### config.mk
export PLATFORM = sky130hd
export DESIGN_NAME = rtc_time_ctrl
export DESIGN_NICKNAME = d
export VERILOG_FILES = /design/src/rtl/rtc_time_ctrl_pkg.sv /design/src/rtl/rtc_mod_counter.sv /design/src/rtl/rtc_time_ctrl.sv
export SDC_FILE = /design/constraint.sdc
export NUM_CORES = 1
export LEC_CHECK = 0
export CAP_MARGIN = 10
export CORE_AREA = 2 2 56 58
export DETAILED_ROUTE_END_ITERATION = 10
export DIE_AREA = 0 0 58 60
export DONT_BUFFER_PORTS = 1
export GPL_ROUTABILITY_DRIVEN = 0
export PLACE_DENSITY = 0.81
export SETUP_SLACK_MARGIN = 0.05
export SLEW_MARGIN = 30
export SYNTH_ARGS = -nofsm -noshare
export SYNTH_HDL_FRONTEND = slang
export SYNTH_SLANG_ARGS = --single-unit
### constraint.sdc
create_clock -name clk -period 1.9 [get_ports clk]
set_clock_uncertainty 0.05 [all_clocks]
set_input_delay 0.19 -clock clk [delete_from_list [all_inputs] [get_ports clk]]
set_output_delay 0.19 -clock clk [all_outputs]
set_load 0.05 [all_outputs]
### src/rtl/rtc_time_ctrl_pkg.sv
`default_nettype none
// ============================================================================
// Module      : rtc_pkg
// Description : Shared types and constants for the RTC timekeeping controller:
//               FSM state encoding, field widths, wrap limits and a helper
//               that range-checks a requested set time.
// Revision    : 1.0 - initial release
// ============================================================================
package rtc_pkg;

    localparam int HOUR_W   = 5;
    localparam int MS_W     = 6;
    localparam int SEC_MAX  = 59;
    localparam int MIN_MAX  = 59;
    localparam int HOUR_MAX = 23;

    typedef enum logic [1:0] {
        RUN      = 2'd0,
        CHECK    = 2'd1,
        ACK      = 2'd2,
        WAIT_REL = 2'd3
    } state_t;

    // True when every field of a requested time lies in its legal range.
    function automatic logic time_in_range(
        input logic [HOUR_W-1:0] h,
        input logic [MS_W-1:0]   m,
        input logic [MS_W-1:0]   s
    );
        return (h <= HOUR_W'(HOUR_MAX)) &&
               (m <= MS_W'(MIN_MAX))    &&
               (s <= MS_W'(SEC_MAX));
    endfunction

endpackage
`default_nettype wire

### src/rtl/rtc_mod_counter.sv
`default_nettype none
// ============================================================================
// Module      : rtc_mod_counter
// Description : Loadable modulo (MAX+1) wrap counter used for the seconds,
//               minutes and hours fields. carry is combinational so a whole
//               cascade resolves within one clock.
// Ports       : clk, rst (sync, active-high)
//               en       - advance by one this cycle
//               load     - load load_val (takes priority over en)
//               load_val - value to load
//               value    - registered count
//               carry    - en & (value == MAX): the next stage advances
// Revision    : 1.0 - initial release
// ============================================================================
module rtc_mod_counter #(
    parameter int W   = 6,
    parameter int MAX = 59
) (
    input  logic         clk,
    input  logic         rst,
    input  logic         en,
    input  logic         load,
    input  logic [W-1:0] load_val,
    output logic [W-1:0] value,
    output logic         carry
);

    logic [W-1:0] r_value;
    logic         w_at_max;

    assign w_at_max = (r_value == W'(MAX));
    assign carry    = en & w_at_max;
    assign value    = r_value;

    always_ff @(posedge clk) begin
        if (rst) begin
            r_value <= '0;
        end else if (load) begin
            r_value <= load_val;
        end else if (en) begin
            r_value <= w_at_max ? '0 : r_value + W'(1);
        end
    end

endmodule
`default_nettype wire

### src/rtl/rtc_time_ctrl.sv
`default_nettype none
// ============================================================================
// Module      : rtc_time_ctrl
// Description : RTC timekeeping controller. Divides clk into a 1 s tick,
//               drives cascaded sec/min/hour counters (23:59:59 -> 00:00:00)
//               and arbitrates a set-time load through a req/ack handshake.
// Ports       : clk, rst (sync, active-high), run_en (advance/freeze)
//               set_req, set_hour, set_min, set_sec - set-time request
//               set_ack / set_err - one-cycle accept / reject pulses
//               hour, min, sec    - current time
//               sec_tick, day_wrap - one-cycle event pulses
// Options     : RTC_ALARM_EN adds alarm_hour, alarm_min, alarm_arm,
//               alarm_clr inputs and the sticky alarm output.
// Revision    : 1.0 - initial release
// ============================================================================
module rtc_time_ctrl
    import rtc_pkg::*;
#(
    parameter  int DIV   = 10,
    localparam int DIV_W = $clog2(DIV)
) (
    input  logic              clk,
    input  logic              rst,
    input  logic              run_en,
    input  logic              set_req,
    input  logic [HOUR_W-1:0] set_hour,
    input  logic [MS_W-1:0]   set_min,
    input  logic [MS_W-1:0]   set_sec,
`ifdef RTC_ALARM_EN
    input  logic [HOUR_W-1:0] alarm_hour,
    input  logic [MS_W-1:0]   alarm_min,
    input  logic              alarm_arm,
    input  logic              alarm_clr,
    output logic              alarm,
`endif
    output logic              set_ack,
    output logic              set_err,
    output logic [HOUR_W-1:0] hour,
    output logic [MS_W-1:0]   min,
    output logic [MS_W-1:0]   sec,
    output logic              sec_tick,
    output logic              day_wrap
);

    state_t           r_state;
    state_t           w_state_nxt;
    logic [DIV_W-1:0] r_presc;
    logic             w_presc_last;
    logic             w_set_valid;
    logic             w_count;
    logic             w_tick;
    logic             w_load;
    logic             w_ack;
    logic             w_err;
    logic             w_sec_carry;
    logic             w_min_carry;
    logic             w_hour_carry;
    logic             r_sec_tick;
    logic             r_day_wrap;

    assign w_presc_last = (r_presc == DIV_W'(DIV - 1));
    assign w_set_valid  = time_in_range(set_hour, set_min, set_sec);

    always_ff @(posedge clk) begin
        if (rst) begin
            r_state <= RUN;
        end else begin
            r_state <= w_state_nxt;
        end
    end

    // A pending set request pre-empts counting in RUN, so a prescaler wrap
    // coinciding with the request is dropped rather than deferred.
    always_comb begin
        w_state_nxt = r_state;
        w_count     = 1'b0;
        w_tick      = 1'b0;
        w_load      = 1'b0;
        w_ack       = 1'b0;
        w_err       = 1'b0;
        case (r_state)
            RUN: begin
                if (set_req) begin
                    w_state_nxt = CHECK;
                end else if (run_en) begin
                    w_count = 1'b1;
                    w_tick  = w_presc_last;
                end
            end
            CHECK: begin
                if (w_set_valid) begin
                    w_load      = 1'b1;
                    w_state_nxt = ACK;
                end else begin
                    w_err       = 1'b1;
                    w_state_nxt = WAIT_REL;
                end
            end
            ACK: begin
                w_ack       = 1'b1;
                w_state_nxt = WAIT_REL;
            end
            WAIT_REL: begin
                if (!set_req) begin
                    w_state_nxt = RUN;
                end
            end
            default: w_state_nxt = RUN;
        endcase
    end

    // set_ack is a decode of the ACK state register. set_err is decoded in
    // CHECK itself so the reject is visible one cycle after the request.
    assign set_ack = w_ack;
    assign set_err = w_err;

    // Prescaler restarts on a load so the first second after a set is full.
    always_ff @(posedge clk) begin
        if (rst || w_load) begin
            r_presc <= '0;
        end else if (w_count) begin
            r_presc <= w_presc_last ? '0 : r_presc + DIV_W'(1);
        end
    end

    rtc_mod_counter #(.W(MS_W), .MAX(SEC_MAX)) u_sec (
        .clk      (clk),
        .rst      (rst),
        .en       (w_tick),
        .load     (w_load),
        .load_val (set_sec),
        .value    (sec),
        .carry    (w_sec_carry)
    );

    rtc_mod_counter #(.W(MS_W), .MAX(MIN_MAX)) u_min (
        .clk      (clk),
        .rst      (rst),
        .en       (w_sec_carry),
        .load     (w_load),
        .load_val (set_min),
        .value    (min),
        .carry    (w_min_carry)
    );

    rtc_mod_counter #(.W(HOUR_W), .MAX(HOUR_MAX)) u_hour (
        .clk      (clk),
        .rst      (rst),
        .en       (w_min_carry),
        .load     (w_load),
        .load_val (set_hour),
        .value    (hour),
        .carry    (w_hour_carry)
    );

    always_ff @(posedge clk) begin
        if (rst) begin
            r_sec_tick <= 1'b0;
            r_day_wrap <= 1'b0;
        end else begin
            r_sec_tick <= w_tick;
            r_day_wrap <= w_hour_carry;
        end
    end

    assign sec_tick = r_sec_tick;
    assign day_wrap = r_day_wrap;

`ifdef RTC_ALARM_EN
    // The match is evaluated against the time the current tick is about to
    // produce; only a tick that rolls seconds to 00 can hit. Loads never
    // assert w_sec_carry, so a set-time load cannot raise the alarm.
    logic [MS_W-1:0]   w_next_min;
    logic [HOUR_W-1:0] w_next_hour;
    logic              w_alarm_hit;
    logic              r_alarm;

    assign w_next_min  = w_min_carry ? '0 : min + MS_W'(1);
    assign w_next_hour = w_hour_carry ? '0 :
                         (w_min_carry ? hour + HOUR_W'(1) : hour);
    assign w_alarm_hit = w_sec_carry & alarm_arm &
                         (w_next_min == alarm_min) &
                         (w_next_hour == alarm_hour);

    always_ff @(posedge clk) begin
        if (rst) begin
            r_alarm <= 1'b0;
        end else if (w_alarm_hit) begin
            r_alarm <= 1'b1;
        end else if (alarm_clr) begin
            r_alarm <= 1'b0;
        end
    end

    assign alarm = r_alarm;
`endif

endmodule
`default_nettype wire

==> run summary <==
DR vias - 1,599
drt drc - 0
slowest CP cell - o311ai_0
Synth Instances - 182
Slew @ Worst Pin - 486 ps
Peak VDD IR - 0.000836 V
clk root buf - clkbuf_4
crit path DAT - 2070 ps
leakage - 0.787 nW
hold_sp - rst
Iter 0 DRT Violations - 87
initial antenna violation count - 0
port bufs - 0
slack of the critical path - -15.8 ps
Cell Pwr Density - 1290 mW/mm^2
Num CTS Buffers - 3
Final Hold Viols - 22
Rows - 20
global-route wire length before repair - 6.63 mm
crit-path leading delay family - simple AND/OR/NAND/NOR gates
Core ar. - 0.00290 mm^2
register area share after synthesis - 32.5%
routed len/inst - 17.3 um
initial cell density of the core - 53.0%
Hold Path Stages - 1
GRT overflow - 0
Hold-fix buffers, CTS - 1
clk slew on worst S/H paths - 140 ps
Tcrit/Tclk final - 101%
fin nets - 241
Place WS - -28.4 ps
WL final - 4.23 mm
crit path kind - reg2reg
final core utilization - 67.4%
Pre-Repair DR Iteration Count - 4
critical path launch point type - flop
final setup violation count - 1
yosys warns - 0
Synthesized Nets - 210
Hold Crit Endpoint - u_sec.value[0]
share of layout cells above drive strength 1 - 34.9%
R2R cell count - 7
Skew-Pair Late Insertion Delay - 320 ps
Max FO, Critical Path - 8
RR Endpoint - u_hour.value[4]
synth unique cells - 41
relative slew slack - 67.2%
RSZ-0062 raised after global routing - yes
outcome - complete, but fails checks
CTS tree - done
H-tree Lvls - 1
Antenna Violating Nets Remaining - 0
die span in x - 58 um
GRT Overall Usage - 24.3%
largest net degree at the start of global routing - 28
R2R Setup Slk - -20 ps
vias in the first global route - 1,508
Vias/cell - 6.53
Worst Hold Class - in2reg
Sink Count - 25
Setup crit end kind - flop
violated checks - negative hold slack, negative setup slack
Worst Path Required - 2050 ps
Hold WS - -150 ps
area delta synth->final - 27.3%
TNS Setup - -15.8 ps
area leader, netlist - dfxtp_1
largest cells by area after synthesis - dfxtp_1, ha_1, a311oi_1
Tmin final - 1920 ps
Design Power - 2.53 mW
total die area - 0.00348 mm^2
Final Slew Violations - 0
Synth Area per Inst - 8.45 um^2
Post-Syn Area - 0.00154 mm^2
diode count - 0
Yosys top cell area share - 32.5%
Top-Level Pins - 42
CTS Buffer Depth - 2
height of the die - 60 um
Max-Cap Viols - 0
Yosys reg bits - 25
CP Cell Sequence - inv_2 -> ha_4 -> and4b_4 -> buf_4 -> nand4_4 -> o311ai_0 -> nand3_1
RR Startpoint - r_state[1]
crit path buf inv count - 2
fmax - 0.522 GHz
CP peak stage delay - 520 ps
DPL Wire Length - 2.98 mm
kinds of logic (layout without fill, tap and decap cells):
logic type / after synthesis / in the layout / synth area share (%)
AND/OR/NAND/NOR: 76 / 77 / 30.8
AO/OA/AOI/OAI: 47 / 47 / 20.4
flip-flops: 25 / 25 / 32.5
buffers and inverters: 18 / 47 / 4.88
adder cells (fa/ha/maj): 7 / 7 / 5.70
multiplexers: 6 / 6 / 3.91
XOR/XNOR: 3 / 3 / 1.71
layout make-up:
cell class,instances,area [um^2]
Clock buffer,3,22.5
Clock inverter,1,5.00
Fill cell,224,946
Inverter,7,26.3
Multi-Input combinational cell,140,1040
Sequential cell,25,533
Tap cell,33,41.3
Timing Repair Buffer,36,289
metrics by stage:
step           cells  cell area, um^2
2_1_floorplan    182             1590
3_3_place_gp     231             1800
3_5_place_dp     231             1800
4_1_cts          242             1890
5_1_grt          245             1960
6_report         245             1960
power by group:
part	total, mW	switching (mW)	internal [mW]
registers	0.804	0.106	0.698
clock network	0.245	0.166	0.0790
logic	1.48	0.946	0.532
total	2.53	1.22	1.31
layout by cell type (no fill, tap or decap), types with 3 or more instances in the layout:
master and n:
nand4b_1 6, ha_1 5, xor2_1 3, a211oi_1 3, o21ai_0 11, or4_1 3, or3_1 4, nand3b_1 3
dfxtp_1 9, inv_1 5, nand2_1 10, o21a_1 3, nor3_1 6, a21oi_1 10, mux2i_1 6, clkbuf_4 3
buf_4 33, dfxtp_2 11, a311oi_1 7, nor2_1 15, nand3_1 8, dfxtp_4 5
timing repair:
action,4_1_cts,5_1_grt
hold endpoints to repair,23,22
gates cloned,1,0
setup buffers,5,3
setup endpoints to repair,7,14
gates resized for setup,3,9
pin swaps,2,6
synth_stat cells:
library cell and number:
o221ai_1 1, o211ai_1 1, nor2_1 15, or3_1 4, a211oi_1 4, nor3_1 7, nand2_1 11, and4_1 1
and4b_2 1, nor3b_4 1, or4b_1 1, nor2b_1 2, ha_1 7, buf_6 1, or3b_1 2, and4b_1 1
nor3b_1 2, o311ai_0 1, or4_1 4, mux2i_1 6, nand4_1 1, nand3_1 8, a31o_2 2, nand3b_1 3
inv_1 7, and3_1 2, a311oi_1 8, a21oi_1 10, or2_1 1, dfxtp_1 25, nand4b_1 6, nand4_4 1
o31ai_1 2, o21ai_0 11, clkbuf_1 10, xor2_1 3, o21a_1 4, and4b_4 1, and2b_1 1, a31oi_1 2
o2111ai_1 1
worst max-delay path by stage:
stage	startpoint	end	slack, ps	cells after the start
CTS	r_state[1]	u_sec.value[2]	50	7
finish	r_state[1]	u_hour.value[4]	-20	7
global route	r_presc[2]	u_hour.value[4]	-140	5
detailed placement	r_state[1]	u_hour.value[2]	-30	6
floorplan	u_min.value[0]	u_hour.value[0]	50	6
global placement	r_state[1]	u_min.value[4]	50	6
routing by layer:
layer / wire length, um / part of all wire, % / up-vias / track usage (%)
met2: 2240 / 53 / 51 / 44.0
met3: 268 / 6.3 / 4 / 4.11
met4: 32 / 0.76 / 0 / 7.64
met5: 0 / 0 / - / 0
met1: 1690 / 40 / 791 / 29.3
li1: - / - / 753 / -
state kept, by name (all words and copies together), names as in the netlist:
register	flops
day_wrap	1
u_sec.value	6
r_presc	4
u_hour.value	5
sec_tick	1
u_min.value	6
r_state	2
Power figures use the tool's default switching activity.
